### src/rtl/score_table_ctrl.sv
// Read-modify-write controller for a single-port score RAM, with a flow-controlled table dump
// and running best-score tracking.
module score_table_ctrl #(
  parameter int ID_W    = 16,
  parameter int SCORE_W = 16,
  parameter int RAM_LAT = 2,
  parameter int MODE    = 1
) (
  input  logic               clk,
  input  logic               rst,
  input  logic [1:0]         game_state,
  input  logic [ID_W-1:0]    userid,
  input  logic [SCORE_W-1:0] score_data,
  input  logic [SCORE_W-1:0] ram_q,
  output logic               ram_wren,
  output logic [ID_W-1:0]    ram_addr,
  output logic [SCORE_W-1:0] ram_d,
  output logic               dump_valid,
  input  logic               dump_ready,
  output logic [ID_W-1:0]    dump_id,
  output logic [SCORE_W-1:0] dump_score,
  output logic               dump_last,
  output logic               busy,
  output logic [ID_W-1:0]    best_id,
  output logic [SCORE_W-1:0] best_score,
  output logic [2:0]         fsm_state
);

  localparam int CNT_W = $clog2(RAM_LAT + 1);
  localparam logic [CNT_W-1:0] LAT_C = CNT_W'(RAM_LAT);

  typedef enum logic [2:0] {
    IDLE   = 3'd0,
    U_RD   = 3'd1,
    U_WAIT = 3'd2,
    U_WR   = 3'd3,
    D_RD   = 3'd4,
    D_WAIT = 3'd5,
    D_OUT  = 3'd6
  } state_t;

  state_t             state;
  logic [1:0]         gs_prev;
  logic [CNT_W-1:0]   cnt;
  logic [SCORE_W-1:0] op_score;
  logic [SCORE_W:0]   sum;
  logic [SCORE_W-1:0] new_val;
  logic               req_edge;

  assign fsm_state = state;
  assign req_edge  = (game_state != gs_prev);

  always_comb begin
    sum     = {1'b0, ram_q} + {1'b0, op_score};
    new_val = op_score;
    case (MODE)
      1:       new_val = sum[SCORE_W] ? '1 : sum[SCORE_W-1:0];
      2:       new_val = (ram_q > op_score) ? ram_q : op_score;
      default: new_val = op_score;
    endcase
  end

  // Dump handshake: dump_id/dump_score/dump_last are held while dump_valid is high and
  // dump_ready is low; an entry transfers on the rising edge where both are high.
  always_ff @(posedge clk or negedge rst) begin
    if (!rst) begin
      state      <= IDLE;
      gs_prev    <= '0;
      cnt        <= '0;
      op_score   <= '0;
      ram_wren   <= 1'b0;
      ram_addr   <= '0;
      ram_d      <= '0;
      dump_valid <= 1'b0;
      dump_id    <= '0;
      dump_score <= '0;
      dump_last  <= 1'b0;
      busy       <= 1'b0;
      best_id    <= '0;
      best_score <= '0;
    end else begin
      gs_prev <= game_state;
      case (state)
        IDLE: begin
          if (req_edge && game_state == 2'b01) begin
            ram_addr <= userid;
            op_score <= score_data;
            busy     <= 1'b1;
            state    <= U_RD;
          end else if (req_edge && game_state == 2'b10) begin
            ram_addr <= '0;
            busy     <= 1'b1;
            state    <= D_RD;
          end
        end
        U_RD: begin
          cnt   <= CNT_W'(1);
          state <= U_WAIT;
        end
        U_WAIT: begin
          if (cnt == LAT_C) begin
            ram_d    <= new_val;
            ram_wren <= 1'b1;
            state    <= U_WR;
          end else begin
            cnt <= cnt + CNT_W'(1);
          end
        end
        U_WR: begin
          // Strict compare so a tie keeps the id that reached the score first.
          if (ram_d > best_score) begin
            best_score <= ram_d;
            best_id    <= ram_addr;
          end
          ram_wren <= 1'b0;
          ram_addr <= '0;
          ram_d    <= '0;
          busy     <= 1'b0;
          state    <= IDLE;
        end
        D_RD: begin
          cnt   <= CNT_W'(1);
          state <= D_WAIT;
        end
        D_WAIT: begin
          if (cnt == LAT_C) begin
            dump_score <= ram_q;
            dump_id    <= ram_addr;
            dump_last  <= &ram_addr;
            dump_valid <= 1'b1;
            state      <= D_OUT;
          end else begin
            cnt <= cnt + CNT_W'(1);
          end
        end
        D_OUT: begin
          if (dump_ready) begin
            dump_valid <= 1'b0;
            if (dump_last) begin
              ram_addr <= '0;
              busy     <= 1'b0;
              state    <= IDLE;
            end else begin
              ram_addr <= ram_addr + ID_W'(1);
              state    <= D_RD;
            end
          end
        end
        default: state <= IDLE;
      endcase
    end
  end

endmodule

### config.mk
export PLATFORM = sky130hd
export DESIGN_NAME = score_table_ctrl
export DESIGN_NICKNAME = d
export VERILOG_FILES = /design/src/rtl/score_table_ctrl.sv
export SDC_FILE = /design/constraint.sdc
export NUM_CORES = 1
export LEC_CHECK = 0
export ABC_AREA = 0
export CELL_PAD_IN_SITES_DETAIL_PLACEMENT = 1
export CELL_PAD_IN_SITES_GLOBAL_PLACEMENT = 1
export CORE_AREA = 2 2 134 123
export DETAILED_ROUTE_END_ITERATION = 8
export DIE_AREA = 0 0 136 125
export HOLD_SLACK_MARGIN = 0.03
export PLACE_DENSITY_LB_ADDON = 0.1
export SYNTH_ARGS = -nofsm -noshare
export SYNTH_HDL_FRONTEND = slang
export SYNTH_SLANG_ARGS = --single-unit
### constraint.sdc
create_clock -name clk -period 7 [get_ports clk]
set_clock_uncertainty 0.15 [all_clocks]
set_input_delay 1.75 -clock clk [delete_from_list [all_inputs] [get_ports clk]]
set_output_delay 1.75 -clock clk [all_outputs]
set_load 0.03 [all_outputs]
==> metrics <==
count of instances resized after the clock tree is built 0; buffers added on ports 155; unique cell type count in the Yosys netlist 56; vias after detailed routing 5246; number of flops mapped to enable cells by yosys 0; fraction of layout cells with a size suffix above 1 17.11%; min Tclk post-route 4.170 ns; sum of overflow across all layers after global routing 0; Top FF cell, synth sky130_fd_sc_hd__dfrtp_1; Crit Path Category in2reg; Post-CTS Setup Bufs 0; number of top-level pins 156; Placement Cell Area 8060 um^2; DRT iter0 DRCs 198; crit path DAT 4.36 ns; Least-Margin Pin Slew 1.210 ns; setup violation total in the final timing report 0; Horiz. Die Dim 136 um; Hold Path Class reg2reg; CTS tree built; post-route standard cell area excluding fillers 8753 um^2; maximum fanout along the worst path 12; Core ar. 15750 um^2; post-DP HPWL 13200 um; worst slack at placement 2.401 ns; vias in the first global route 5760; maximum clock frequency 0.2398 GHz; total of fill cells in the finished design 1699; Post-Route Setup TNS 0 ns; Detailed Routing Iterations Pass 1 4; number of routed nets with antenna violations 0; synthesized area 6309 um^2; share of the synthesized area in the top cell type 48.79%; overall die area 17000 um^2; number of cell rows 44; Die Ht 125 um; detail-routed net length per standard cell 19.47 um; RePlAce Congestion 0.8941; async set-or-reset flop fraction in the synthesized netlist 100.0%; layout overhead on the synthesized area 38.75%; Worst slew margin 19.36%; TritonCTS Buffers 17; cell type contributing the most total cell area after synthesis sky130_fd_sc_hd__dfrtp_1; Synth Warn # 0; Synth Net Count 675; startpoint kind of the worst setup timing path input pin; max-cap check violation count 0; total wire length after detailed routing 18710 um; clk sinks 123; most common library cell in the layout ignoring fill and taps sky130_fd_sc_hd__clkdlybuf4s50_1; insertion delay to the later sink of the worst-skew pair 0.42 ns; IR Drop Worst-Case VDD 221.8 uV; GRT Resource Usage Total 22.97%; mean area per synthesized cell 10.75 um^2; unrepaired setup endpoints after global routing no; starting density of the core 40.07%; final-report max-slew violation count 0; Area contributors post-synth sky130_fd_sc_hd__dfrtp_1, sky130_fd_sc_hd__mux2_2, sky130_fd_sc_hd__ha_1; endpoints failing hold 0; CP required 7.19 ns; first-pass GRT wire length 30480 um; number of nets at the end of the flow 829; status completed; number of diodes 0; number of antenna violations at the first check in global routing 0; Static Leak 3.863 nW; final worst-path cycle share 59.57%; Clock transition at path regs 0.05 ns; Crit. End Element register; areal power density over the cells 505.4 nW/um^2; Via-to-Cell Ratio 5.459; number of synthesized register bits 123; master cell of the clock root buffer sky130_fd_sc_hd__clkbuf_16; deepest clock path buffer count 2; commonest cells after routing, fill and taps aside sky130_fd_sc_hd__clkdlybuf4s50_1, sky130_fd_sc_hd__dfrtp_1, sky130_fd_sc_hd__mux2_2; number of hold buffers added after cts 0; Clock H-tree levels 4; share of synthesized area occupied by flip-flops and latches 48.79%; Post-route DRC 0; pin count of the biggest net entering global routing 66; final critical-path setup slack 2.830 ns; Cells after Synth 587
through the flow:
| step | power, mW | std cells | utilization (%) | hold WS, ns |
|---|---|---|---|---|
| after floorplan | 2.532 | 587 | - | 0.3336 |
| after global placement | 3.313 | 929 | 51.19 | 0.3223 |
| after detailed placement | 3.398 | 929 | 51.19 | 0.3307 |
| after CTS | 4.464 | 961 | 55.59 | 0.3433 |
| after global routing | 4.688 | 961 | 55.59 | 0.3681 |
| final | 4.424 | 961 | 55.59 | 0.3384 |
cell usage after synthesis (all sizes together), types with 6 or more instances:
cell type and instances:
o21ai 52, nand4 6, xnor2 8, ha 34
buf 14, a31oi 7, nor3 9, nand3 21
mux2 79, nand2 48, a21oi 46, o31ai 6
clkbuf 10, a22oi 6, dfrtp 123, inv 26
nor2 30
flip-flops by register name (all words and copies together), names as in the netlist:
signal      flops
dump_score     16
gs_prev         2
fsm_state       3
best_score     16
busy            1
ram_d          16
ram_wren        1
cnt             2
best_id        16
op_score       16
dump_valid      1
dump_id        16
ram_addr       16
dump_last       1
cells by family after synthesis:
family                   Yosys count  synth area share [%]
AND/OR/NAND/NOR                  140                 10.69
flip-flops                       123                 48.79
multiplexers                      82                 14.58
XOR/XNOR                          11                 1.527
adder cells (fa/ha/maj)           35                 7.061
buffers and inverters             50                 3.352
AO/OA/AOI/OAI                    146                 14.00
cell type report:
| type | instances | area, um^2 | area share (%) |
|---|---|---|---|
| inverter | 26 | 97.59 | 1.115 |
| clock inverter | 11 | 212.7 | 2.430 |
| multi-input combinational | 414 | 3047 | 34.81 |
| timing repair buffer | 159 | 1579 | 18.04 |
| clock buffer | 21 | 480.5 | 5.489 |
| tap | 207 | 259.0 | 2.959 |
| sequential | 123 | 3078 | 35.16 |
critical path, cell delays in order:
cell,delay [ns]
sky130_fd_sc_hd__clkdlybuf4s50_1,0.52
sky130_fd_sc_hd__ha_1,0.25
sky130_fd_sc_hd__fa_1,0.26
sky130_fd_sc_hd__a211oi_1,0.10
sky130_fd_sc_hd__o211ai_1,0.25
sky130_fd_sc_hd__a41oi_2,0.20
sky130_fd_sc_hd__o31ai_2,0.65
sky130_fd_sc_hd__nor2_1,0.19
sky130_fd_sc_hd__a21oi_1,0.17
worst paths after layout:
kind / startpoint / endpoint / slack (ns) / cells past startpoint
min: dump_id[13]$_DFFE_PN0P_ / dump_id[13]$_DFFE_PN0P_ / 0.34 / 2
max: ram_q[0] / ram_d[11]$_DFFE_PN0P_ / 2.83 / 9
max in group asynchronous: rst / best_id[15]$_DFFE_PN0P_ / 4.11 / 2
min in group asynchronous: rst / best_id[14]$_DFFE_PN0P_ / 1.29 / 1
min reg2reg: dump_id[13]$_DFFE_PN0P_ / dump_id[13]$_DFFE_PN0P_ / 0.34 / 2
max reg2reg: fsm_state[0]$_DFFE_PN0P_ / dump_score[13]$_DFFE_PN0P_ / 4.15 / 4
per-layer routing:
layer	vias up	GRT usage, %	wire length, um
met1	2659	31.28	8632
li1	2437	-	-
met3	27	5.839	1005
met2	123	36.00	8742
met5	-	0	0
met4	0	7.230	330
power breakdown:
part           total [mW]  internal (mW)  switching, mW
sequential           1.29          0.991          0.302
clock                1.03          0.705          0.324
combinational        2.10          0.892           1.21
Note: power is estimated with default switching activity, not from simulation.
